File: config.mk
export PLATFORM = sky130hd
export DESIGN_NAME = mass_fork_flat
export DESIGN_NICKNAME = d
export VERILOG_FILES = /design/src/rtl/mass_fork_pkg.sv /design/src/rtl/mass_fork_if.sv /design/src/rtl/mass_fork_clocked_one_shot.sv /design/src/rtl/mass_fork.sv /design/src/flat_wrapper.sv
export SDC_FILE = /design/constraint.sdc
export NUM_CORES = 1
export LEC_CHECK = 0
export ABC_AREA = 1
export BUFFER_PORTS_ARGS = -buffer_cell sky130_fd_sc_hd__buf_2
export CORE_AREA = 5 5 42 44
export CTS_CLUSTER_SIZE = 10
export DETAILED_ROUTE_END_ITERATION = 6
export DIE_AREA = 0 0 47 49
export PLACE_DENSITY = 0.65
export SETUP_SLACK_MARGIN = 0.15
export SYNTH_ARGS = -nofsm -noshare
export SYNTH_HDL_FRONTEND = slang
export SYNTH_HIERARCHICAL = 1
export SYNTH_SLANG_ARGS = --single-unit
export TNS_END_PERCENT = 20
File: constraint.sdc
create_clock -name CLOCK -period 1.5 [get_ports CLOCK]
set_input_delay 0.15 -clock CLOCK [delete_from_list [all_inputs] [get_ports CLOCK]]
set_output_delay 0.15 -clock CLOCK [all_outputs]
set_load 0.005 [all_outputs]
File: src/rtl/mass_fork_pkg.sv
// mass_fork_pkg: shared state encoding and default sizing for the mass_fork
// fork/join round controller.
package mass_fork_pkg;

  localparam int unsigned NUM_LANES_DEF      = 4;
  localparam int unsigned TIMEOUT_CYCLES_DEF = 255;

  typedef enum logic [1:0] {
    S_IDLE     = 2'd0,
    S_ISSUE    = 2'd1,
    S_WAIT     = 2'd2,
    S_COMPLETE = 2'd3
  } state_t;

endpackage

File: src/rtl/mass_fork_if.sv
// mass_fork_if: request/lane bundle between a round requester (master) and
// the mass_fork controller (slave).
interface mass_fork_if
  import mass_fork_pkg::*;
#(
  parameter int unsigned NUM_LANES = NUM_LANES_DEF
);

  logic                 go;
  logic [NUM_LANES-1:0] lane_mask;
  logic [NUM_LANES-1:0] lane_done;
  logic [NUM_LANES-1:0] start;
  logic                 busy;
  logic [NUM_LANES-1:0] pending;
  logic                 done;
  logic                 timeout;

  modport master (
    output go, lane_mask, lane_done,
    input  start, busy, pending, done, timeout
  );

  modport slave (
    input  go, lane_mask, lane_done,
    output start, busy, pending, done, timeout
  );

endinterface

File: src/rtl/mass_fork_clocked_one_shot.sv
// ClockedOneShot: rising-edge detector on a synchronous level. The history
// bit resets to 1 so a level held high across reset release is not seen as
// an edge; the input has to be sampled low once before it can fire.
module ClockedOneShot
  import mass_fork_pkg::*;
(
  input  logic i_clk,
  input  logic i_rst,
  input  logic i_level,
  output logic o_pulse
);

  logic r_prev;

  // remember the level sampled at the previous edge
  always_ff @(posedge i_clk) begin
    if (i_rst) r_prev <= 1'b1;
    else       r_prev <= i_level;
  end

  assign o_pulse = i_level & ~r_prev;

endmodule

File: src/rtl/mass_fork.sv
// mass_fork: starts a masked set of worker lanes with a one-cycle pulse and
// waits for every started lane to report done.
// Optional watchdog on the WAIT state: define MASS_FORK_TIMEOUT_EN.
//
//  state      | meaning
//  S_IDLE     | waiting for a go rising edge
//  S_ISSUE    | start pulse to the latched lanes
//  S_WAIT     | collecting lane_done until pending is empty
//  S_COMPLETE | one-cycle done pulse, then back to idle
module mass_fork
  import mass_fork_pkg::*;
#(
  parameter int unsigned NUM_LANES      = NUM_LANES_DEF,
  parameter int unsigned TIMEOUT_CYCLES = TIMEOUT_CYCLES_DEF
) (
  input  logic        CLOCK,
  input  logic        reset,
  mass_fork_if.slave  bus
);

  state_t               r_state;
  state_t               w_state_nxt;
  logic [NUM_LANES-1:0] r_pending;
  logic [NUM_LANES-1:0] w_pend_cleared;
  logic                 w_go_edge;
  logic                 w_timeout_hit;
  logic [NUM_LANES-1:0] w_start;
  logic                 w_busy;
  logic                 w_done;

  ClockedOneShot u_go_edge (
    .i_clk   (CLOCK),
    .i_rst   (reset),
    .i_level (bus.go),
    .o_pulse (w_go_edge)
  );

  // lanes outside the latched mask are already 0 in pending, so their done is moot
  assign w_pend_cleared = r_pending & ~bus.lane_done;

`ifdef MASS_FORK_TIMEOUT_EN
  localparam int unsigned CNT_W = (TIMEOUT_CYCLES > 1) ? $clog2(TIMEOUT_CYCLES) : 1;

  logic [CNT_W-1:0] r_wait_cnt;
  logic             r_timeout;

  // down-counter over WAIT cycles; terminal count 0 marks the last allowed cycle
  always_ff @(posedge CLOCK) begin
    if (reset) begin
      r_wait_cnt <= '0;
    end else if (r_state == S_ISSUE) begin
      r_wait_cnt <= CNT_W'(TIMEOUT_CYCLES - 1);
    end else if ((r_state == S_WAIT) && (r_wait_cnt != '0)) begin
      r_wait_cnt <= r_wait_cnt - 1'b1;
    end
  end

  assign w_timeout_hit = (r_state == S_WAIT) && (r_wait_cnt == '0);

  // timeout pulse; completion on the same edge wins over the watchdog
  always_ff @(posedge CLOCK) begin
    if (reset) r_timeout <= 1'b0;
    else       r_timeout <= w_timeout_hit && (w_pend_cleared != '0);
  end

  assign bus.timeout = r_timeout;
`else
  assign w_timeout_hit = 1'b0;
  assign bus.timeout   = 1'b0;
`endif

  // state register
  always_ff @(posedge CLOCK) begin
    if (reset) r_state <= S_IDLE;
    else       r_state <= w_state_nxt;
  end

  // latch the mask on an accepted go edge, then retire lanes as they report
  always_ff @(posedge CLOCK) begin
    if (reset) begin
      r_pending <= '0;
    end else begin
      case (r_state)
        S_IDLE:           if (w_go_edge) r_pending <= bus.lane_mask;
        S_ISSUE, S_WAIT:  r_pending <= w_pend_cleared;
        default:          r_pending <= r_pending;
      endcase
    end
  end

  // next-state decode
  always_comb begin
    w_state_nxt = r_state;
    case (r_state)
      S_IDLE:     if (w_go_edge) w_state_nxt = S_ISSUE;
      S_ISSUE:    w_state_nxt = (w_pend_cleared == '0) ? S_COMPLETE : S_WAIT;
      S_WAIT: begin
        if (w_pend_cleared == '0) w_state_nxt = S_COMPLETE;
        else if (w_timeout_hit)   w_state_nxt = S_IDLE;
      end
      S_COMPLETE: w_state_nxt = S_IDLE;
      default:    w_state_nxt = S_IDLE;
    endcase
  end

  // outputs decoded from the current state
  always_comb begin
    w_start = '0;
    w_busy  = 1'b0;
    w_done  = 1'b0;
    case (r_state)
      S_ISSUE: begin
        w_start = r_pending;
        w_busy  = 1'b1;
      end
      S_WAIT:     w_busy = 1'b1;
      S_COMPLETE: begin
        w_busy = 1'b1;
        w_done = 1'b1;
      end
      default: ;
    endcase
  end

  assign bus.start   = w_start;
  assign bus.busy    = w_busy;
  assign bus.done    = w_done;
  assign bus.pending = r_pending;

endmodule

File: src/flat_wrapper.sv
// flat-port wrapper written by rule: the top's interface ports become plain ports
module mass_fork_flat import mass_fork_pkg::*;
#(
  parameter int unsigned NUM_LANES      = NUM_LANES_DEF,
  parameter int unsigned TIMEOUT_CYCLES = TIMEOUT_CYCLES_DEF
)
  (CLOCK, reset, bus_go, bus_lane_mask, bus_lane_done, bus_start, bus_busy, bus_pending, bus_done, bus_timeout);
  mass_fork_if #(.NUM_LANES(NUM_LANES)) bus_i ();
  input  logic CLOCK;
  input  logic reset;
  input wire logic [$bits(bus_i.go)-1:0] bus_go;
  input wire logic [$bits(bus_i.lane_mask)-1:0] bus_lane_mask;
  input wire logic [$bits(bus_i.lane_done)-1:0] bus_lane_done;
  output wire logic [$bits(bus_i.start)-1:0] bus_start;
  output wire logic [$bits(bus_i.busy)-1:0] bus_busy;
  output wire logic [$bits(bus_i.pending)-1:0] bus_pending;
  output wire logic [$bits(bus_i.done)-1:0] bus_done;
  output wire logic [$bits(bus_i.timeout)-1:0] bus_timeout;
  assign bus_i.go = bus_go;
  assign bus_i.lane_mask = bus_lane_mask;
  assign bus_i.lane_done = bus_lane_done;
  assign bus_start = bus_i.start;
  assign bus_busy = bus_i.busy;
  assign bus_pending = bus_i.pending;
  assign bus_done = bus_i.done;
  assign bus_timeout = bus_i.timeout;
  mass_fork #(.NUM_LANES(NUM_LANES), .TIMEOUT_CYCLES(TIMEOUT_CYCLES)) u_core (.CLOCK(CLOCK), .reset(reset), .bus(bus_i));
endmodule
; After elaboration in Yosys (flattened, before gate mapping)
; Index checks and enable logic that the tools add are counted.
[totals]
out_inout_bits = 11
inputBits = 11
elab_cells = 28
ff_bits = 7
[op_classes]
n_reduce_logical = 7
n_eq_ne = 5
n_bitwise = 4
mux = 9
[op_table]
columns = op, count
row1 = $mux W4, 2
row2 = $pmux W2 S4, 1
row3 = $pmux W4 S2, 1
row4 = $and A4 B4 Y4, 1
row5 = $eq A2 B2 Y1 const B, 2
row6 = $logic_not A4 Y1, 1
row7 = $mux W2, 2
row8 = $not A4 Y4, 1
row9 = $reduce_and A2 Y1, 2
row10 = $mux W1, 3
row11 = $reduce_or A3 Y1, 1
row12 = $eq A2 B1 Y1 const B, 1
row13 = $logic_not A2 Y1, 1
row14 = $ne A2 B1 Y1 const B, 1
row15 = $ne A2 B2 Y1 const B, 1
row16 = $reduce_bool A2 Y1, 1
row17 = $reduce_or A2 Y1, 1
row18 = $and A1 B1 Y1, 1
row19 = $not A1 Y1, 1

; Longest topological paths before layout
; Gate-level depths: netlist (run 1).
[logic_depth]
word_depth = 5
ltp_mapped = 9

; Modules after synthesis
; Netlist (run 1), hierarchy kept.
[modules_own_cells]
columns = module, n_inst, area_each_um2, seq_area_each_um2, cells_each
row1 = mass_fork, 1, 455.4, 120.1, 68
row2 = ClockedOneShot, 1, 37.5, 20.0, 5

; Worst setup path after synthesis (run 1)
; OpenSTA, ideal clock, no wires.
[synth_path]
path_type = register -> register
from = reg u_core.r_state[0]
to = reg u_core.r_state[1]
period_less_slack_ns = 1.193
setup_ns = 0.113
path_slack_ns = 0.307
t_arrival_ns = 1.080
n_path_buf = 0
path_stages_with_launch = 10
cell_sequence = dfxtp_1 > inv_1 > ha_1 > inv_2 > nor2_4 > inv_2 > and2_1 > nand2_1 > nand2_1 > nor2_1
[synth_via]
elab_chain_cells = 3
word_cells_on_any_way = 8
[synth_lines]
columns = item, line
row1 = from (decl), mass_fork.sv:21  ; state_t r_state;
row2 = from (signal assigned), mass_fork.sv:75  ; else r_state <= w_state_nxt;
row3 = $eq A2 B2 Y1 or $logic_not A2 Y1 (tied branches), mass_fork.sv:94  ; case (r_state)
row4 = $ne A2 B1 Y1 (no line) or $ne A2 B2 Y1 (tied branches), -
row5 = $reduce_and A2 Y1 (no line), -
; Several ways; a longest one is shown, not always the timed one.
; A chain may end at the register's enable or synchronous reset.

; Final worst setup path (run 1)
[layout_path]
from = reg u_core.r_state[1]
to = out bus_start[0]
[layout_via]
elab_chain_cells = 2
[layout_lines]
columns = item, line
row1 = $eq A2 B1 Y1, mass_fork.sv:111  ; case (r_state)
row2 = $mux W4, mass_fork.sv:111
row3 = to (decl), flat_wrapper.sv:14  ; output wire logic [$bits(bus_i.start)-1:0] bus_start;
; No other way between the ends.

==> results.yml, run 1 <==
critical_path:
  critPathSlowestCell: "dfxtp_2"
  cp_common_cell: "inv_1"
  reg2reg_from: "u_core/r_state[0]"
  critPathBufInv: 3
  cp_cell_sequence: "inv_1, ha_2, nand2_1, inv_1, buf_2"
  crit_start: "u_core/r_state[1]"
  worstSetupPathType: "flop to primary output"
  max_stage_delay_ns: 0.34
  crit_family: "flip-flops"
  critPathLaunchType: "flop"
  cp_max_fo: 5
  cp-end-kind: "primary output"
  worstPathArrival_ns: 1.14
  required_ns: 1.35
place:
  port_buffers: 20
  gp_congestion: 0.779
  dp_cells: 108
  placed_cell_area_um2: 606
  dp_hpwl_um: 871
sta:
  finClkSkew_ns: 0.00101
  slew_violations: 0
  period_share_pct: 86.0
  min_period_ns: 1.29
  setup_tns_ns: 0
  rsz0062_at_grt: "yes"
  holdWs_ns: 0.0810
  max_freq_mhz: 775
  hold_viol: 0
  setup_viol: 0
yosys:
  syn_area_um2: 493
  synth_nets: 89
  yosys.area.top_type: "dfxtp_1"
  ys_seq_area_share_pct: 28.4
  yosysTopAreaCellShare_pct: 28.4
  yosys_warnings: 6
  synth.top_cells.by_area: "dfxtp_1 (28%), ha_1 (13%), nand2_1 (12%)"
  syn_inst: 73
  synth.distinct_cells: 17
  synth_seq_cells: 7
  avgSynthCellArea_um2: 6.75
detailed_routing:
  drt.antenna.violating_nets: 0
  drt_pass1_iterations: 4
  wl_per_cell_um: 9.57
  initialDrtViolationCount: 9
  wirelength_um: 1080
  vias_per_cell: 4.42
  route.detailed.drc: 0
  dr_total_vias: 500
min_path:
  worstHoldStart: "reset"
  hp-class: "input port to flop"
die:
  io_pins: 22
  row_count: 14
  initial_utilization_pct: 35.2
  die_h_um: 49
  dieWidth_um: 47
  die-area_um2: 2300
  core_um2: 1400
cts:
  clock_latency_ns: 0.25
  root_buffer: "clkbuf_4"
  clk_path_buf_depth: 2
  numCtsBuffers: 3
  clk_transition_reported_paths_ns: 0.05
  cts_tree: "yes"
  htree_levels: 1
  clock_sinks: 7
grt:
  grt_pass1_vias: 433
  antenna_found_initial: 0
  grt_usage_pct: 10.1
  grt_use_met1_pct: 12.8
  grt_pass1_wl_um: 1690
  globalRouteOverflowTotal: 0
  use_met2_pct: 14.3
  grt_max_degree: 9
  grt_busiest_layer: "met2"
  use_met3_pct: 4.80
layout:
  final_cell_area_um2: 644
  final_net_count: 114
  antennaDiodeCount: 0
  drive_gt1_share_pct: 37.1
  fin_cells: 113
  area_growth_pct: 30.7
  fill_cells: 163
power_and_ir_drop:
  p_total_uw: 1280
  leakage_uw: 0.000384
  ir_worst_vdd_mv: 0.870
  power_density_nw_per_um2: 1980
job:
  drv_cap: 0
status:
  status: "complete, no violations"
-- cell usage after synthesis (all sizes together) --
cell type  number
inv            16
nand3           6
o21ai           6
a31oi           4
conb            1
and2            1
buf             1
ha              5
dfxtp           7
nand2          19
a21oi           1
nor2            6
-- state kept, by name, summed over array words and instances, names as in the netlist --
signal / count
u_core/bus.pending: 4
u_core/r_state: 2
u_core/u_go_edge/r_prev: 1
-- final timing paths --
path	slack (ns)	cells after the start	endpoint
hold / removal	0.08	2	u_core/r_state[0]
hold reg to reg	0.51	2	u_core/r_state[0]
setup / recovery	0.21	5	bus_start[0]
setup reg to reg	0.23	7	u_core/bus.pending[1]
-- per-layer routing --
metal,part of all wire (%),vias up
met2,49,14
met4,0,0
met5,0,-
met1,44,213
li1,-,273
met3,7.0,0
-- per-stage QoR --
step / utilization [%] / setup WS, ns
2_1_floorplan: - / 0.307
3_3_place_gp: 43.2 / 0.220
3_5_place_dp: 43.2 / 0.195
4_1_cts: 45.4 / 0.176
5_1_grt: 46.0 / 0.108
6_report: 46.0 / 0.210
-- cell usage in the layout, fill, tap and decap left out, types with 3 or more instances in the layout --
master	netlist	final
buf_2	0	20
nand2_1	16	16
inv_1	14	14
nand3_1	6	6
o21ai_0	5	5
dfxtp_1	7	5
a31oi_1	4	4
ha_1	5	4
clkbuf_4	0	3
nand2_2	3	3
nor2_1	3	3
-- power by group --
group          total, uW  switching (uW)  internal [uW]
combinational        736             426            310
sequential           370            95.8            274
clock                172            70.2            102
total               1280             592            685
-- what timing repair did --
item,4_1_cts,5_1_grt
setup endpoints to repair,4,10
hold endpoints to repair,0,0
hold buffers,0,0
setup buffers,0,1
gates resized for setup,2,1
-- layout make-up --
| class | count | area [um2] | area share (%) |
|---|---|---|---|
| Timing Repair Buffer | 21 | 108 | 16.7 |
| Multi-Input combinational cell | 49 | 288 | 44.7 |
| Sequential cell | 7 | 143 | 22.1 |
| Tap cell | 16 | 20.0 | 3.11 |
| Clock buffer | 4 | 26.3 | 4.08 |
| Inverter | 16 | 60.1 | 9.32 |
-- cells by family (layout without fill, tap and decap cells) --
family | after synthesis | after routing | share of synthesized area (%)
simple gates | 32 | 32 | 31.5
buf+inv | 17 | 41 | 13.7
compound gates | 11 | 11 | 12.9
flops | 7 | 7 | 28.4
fa+ha+maj | 5 | 5 | 12.7
other cells | 1 | 1 | 0.761
No activity file was read; power rests on OpenSTA's default activity.
==> run 2: changes to the inputs <==
Settings changed: BUFFER_PORTS_ARGS -buffer_cell sky130_fd_sc_hd__buf_2 to default, CELL_PAD_IN_SITES_DETAIL_PLACEMENT from default to 0, CELL_PAD_IN_SITES_GLOBAL_PLACEMENT from default to 1, CORE_AREA 5 5 42 44 to default, CORE_MARGIN from default to 5, CORE_UTILIZATION from default to 38, DIE_AREA 0 0 47 49 to default, DONT_BUFFER_PORTS from default to 1, PLACE_DENSITY 0.65 to default, PLACE_DENSITY_LB_ADDON from default to 0.1, SETUP_SLACK_MARGIN 0.15 to default.
==> run 2 against run 1 <==
Compared with the run above: combinational power down 13%; clock-buffer cell count unchanged; fmax down 3.4%; first-iteration DRC count down 22%; wire length up 2.8%; critical path depth unchanged; hold slack worse by 0.066 ns; die area down 8.0%; non-clock buffer count down 19; flip-flop and latch count unchanged; global-route usage up 1.4 points; clock skew up 0.0010 ns; highest routed layer is now met4.
==> results.yml, run 2 (synthesized netlist as in run 1, its figures left out) <==
layout:
  mostFrequentLayoutCells: "nand2_1 (16), inv_1 (14), dfxtp_1 (7)"
  largest_register_ffs: 4
  final_net_count: 95
  fill_cells: 149
  layout_commonest_cell: "nand2_1"
  antennaDiodeCount: 0
  multi_input_area_um2: 285
  area_growth_pct: 11.2
  ff_latch_area_um2: 140
  drive_gt1_share_pct: 16.7
grt:
  globalRouteOverflowTotal: 0
  grt_usage_pct: 11.4
  grt_max_degree: 9
  antenna_found_initial: 0
  grt_pass1_vias: 412
  grt_pass1_wl_um: 1700
sta:
  slew_violations: 0
  hold_viol: 0
  setup_tns_ns: 0
  rsz0062_at_grt: "no"
  finClkSkew_ns: 0.00201
  max_freq_mhz: 749
  min_period_ns: 1.34
  period_share_pct: 89.1
  setup_viol: 0
cts:
  cts_tree: "yes"
  root_buffer: "clkbuf_4"
  postCtsHoldBufs: 1
  cts_resized: 0
  htree_levels: 1
  post_cts_buffers: 0
  clk_path_buf_depth: 2
  clk_transition_reported_paths_ns: 0.05
  clock_latency_ns: 0.25
  clock_sinks: 7
  numCtsBuffers: 3
place:
  port_buffers: 0
  dp_hpwl_um: 859
  gp_congestion: 0.653
status:
  status: "complete, no violations"
die:
  die-area_um2: 2120
  dieWidth_um: 46.0
  io_pins: 22
  initial_utilization_pct: 38.9
  core_um2: 1270
  die_h_um: 46.0
  row_count: 13
detailed_routing:
  wirelength_um: 1110
  initialDrtViolationCount: 7
  vias_per_cell: 4.77
  drt_pass1_iterations: 3
  route.detailed.drc: 0
  dr_total_vias: 444
  drt.antenna.violating_nets: 0
  wl_per_cell_um: 11.9
min_path:
  hp-class: "input port to flop"
power_and_ir_drop:
  p_total_uw: 1180
  leakage_uw: 0.000298
  power_density_nw_per_um2: 2150
  ir_worst_vdd_mv: 0.773
critical_path:
  worstPathArrival_ns: 1.52
  worstSetupPathType: "flop to flop"
  cp-end-kind: "flop"
  critPathLaunchType: "flop"
  reg2reg_setup_slack_ns: 0.16
  required_ns: 1.68
  cp_max_fo: 6
job:
  drv_cap: 0
[run 2: area by class of cell]
cell class	count	share of cell area, %
inverter	16	11.0
tap	15	3.42
sequential	7	25.6
timing repair buffer	2	3.20
multi-input combinational	49	52.1
clock buffer	4	4.79
[run 2: critical path, cell delays in order (launching register included)]
cell and delay [ns]:
dfxtp_1 0.41, inv_1 0.09, ha_1 0.38, inv_1 0.17, nand2_1 0.07, a31oi_1 0.15
[run 2: power by group]
part	leakage, uW	internal (uW)	switching, uW
Combinational	0.000225	236	406
Sequential	0.0000581	267	98.2
Clock	0.0000150	102	70.8
Total	0.000298	605	575
[run 2: through the flow]
step                      worst slack, ns  std cells  hold WS (ns)  cell area [um2]  utilization [%]
after floorplan                     0.307         73         0.219              493                -
after global placement              0.167         88         0.222              512             40.3
after detailed placement            0.143         88         0.223              512             40.3
after CTS                           0.135         93       0.00725              548             43.2
after global routing               0.0288         93        0.0316              548             43.2
final                               0.164         93        0.0150              548             43.2
[run 2: final timing paths]
kind                                         from                 endpoint  cells past startpoint
worst max register to register  u_core/r_state[0]    u_core/bus.pending[2]                      5
worst min register to register  u_core/r_state[0]        u_core/r_state[0]                      2
worst min-delay path                       bus_go  u_core/u_go_edge/r_prev                      2
worst max-delay path            u_core/r_state[0]    u_core/bus.pending[2]                      5
[run 2: layer usage]
metal  part of all wire [%]  GRT usage (%)  wire [um]
met1                     46           11.6        507
met2                     49           19.8        546
met3                    3.9           2.77         43
met4                    1.3           8.52         14
met5                      0              0          0
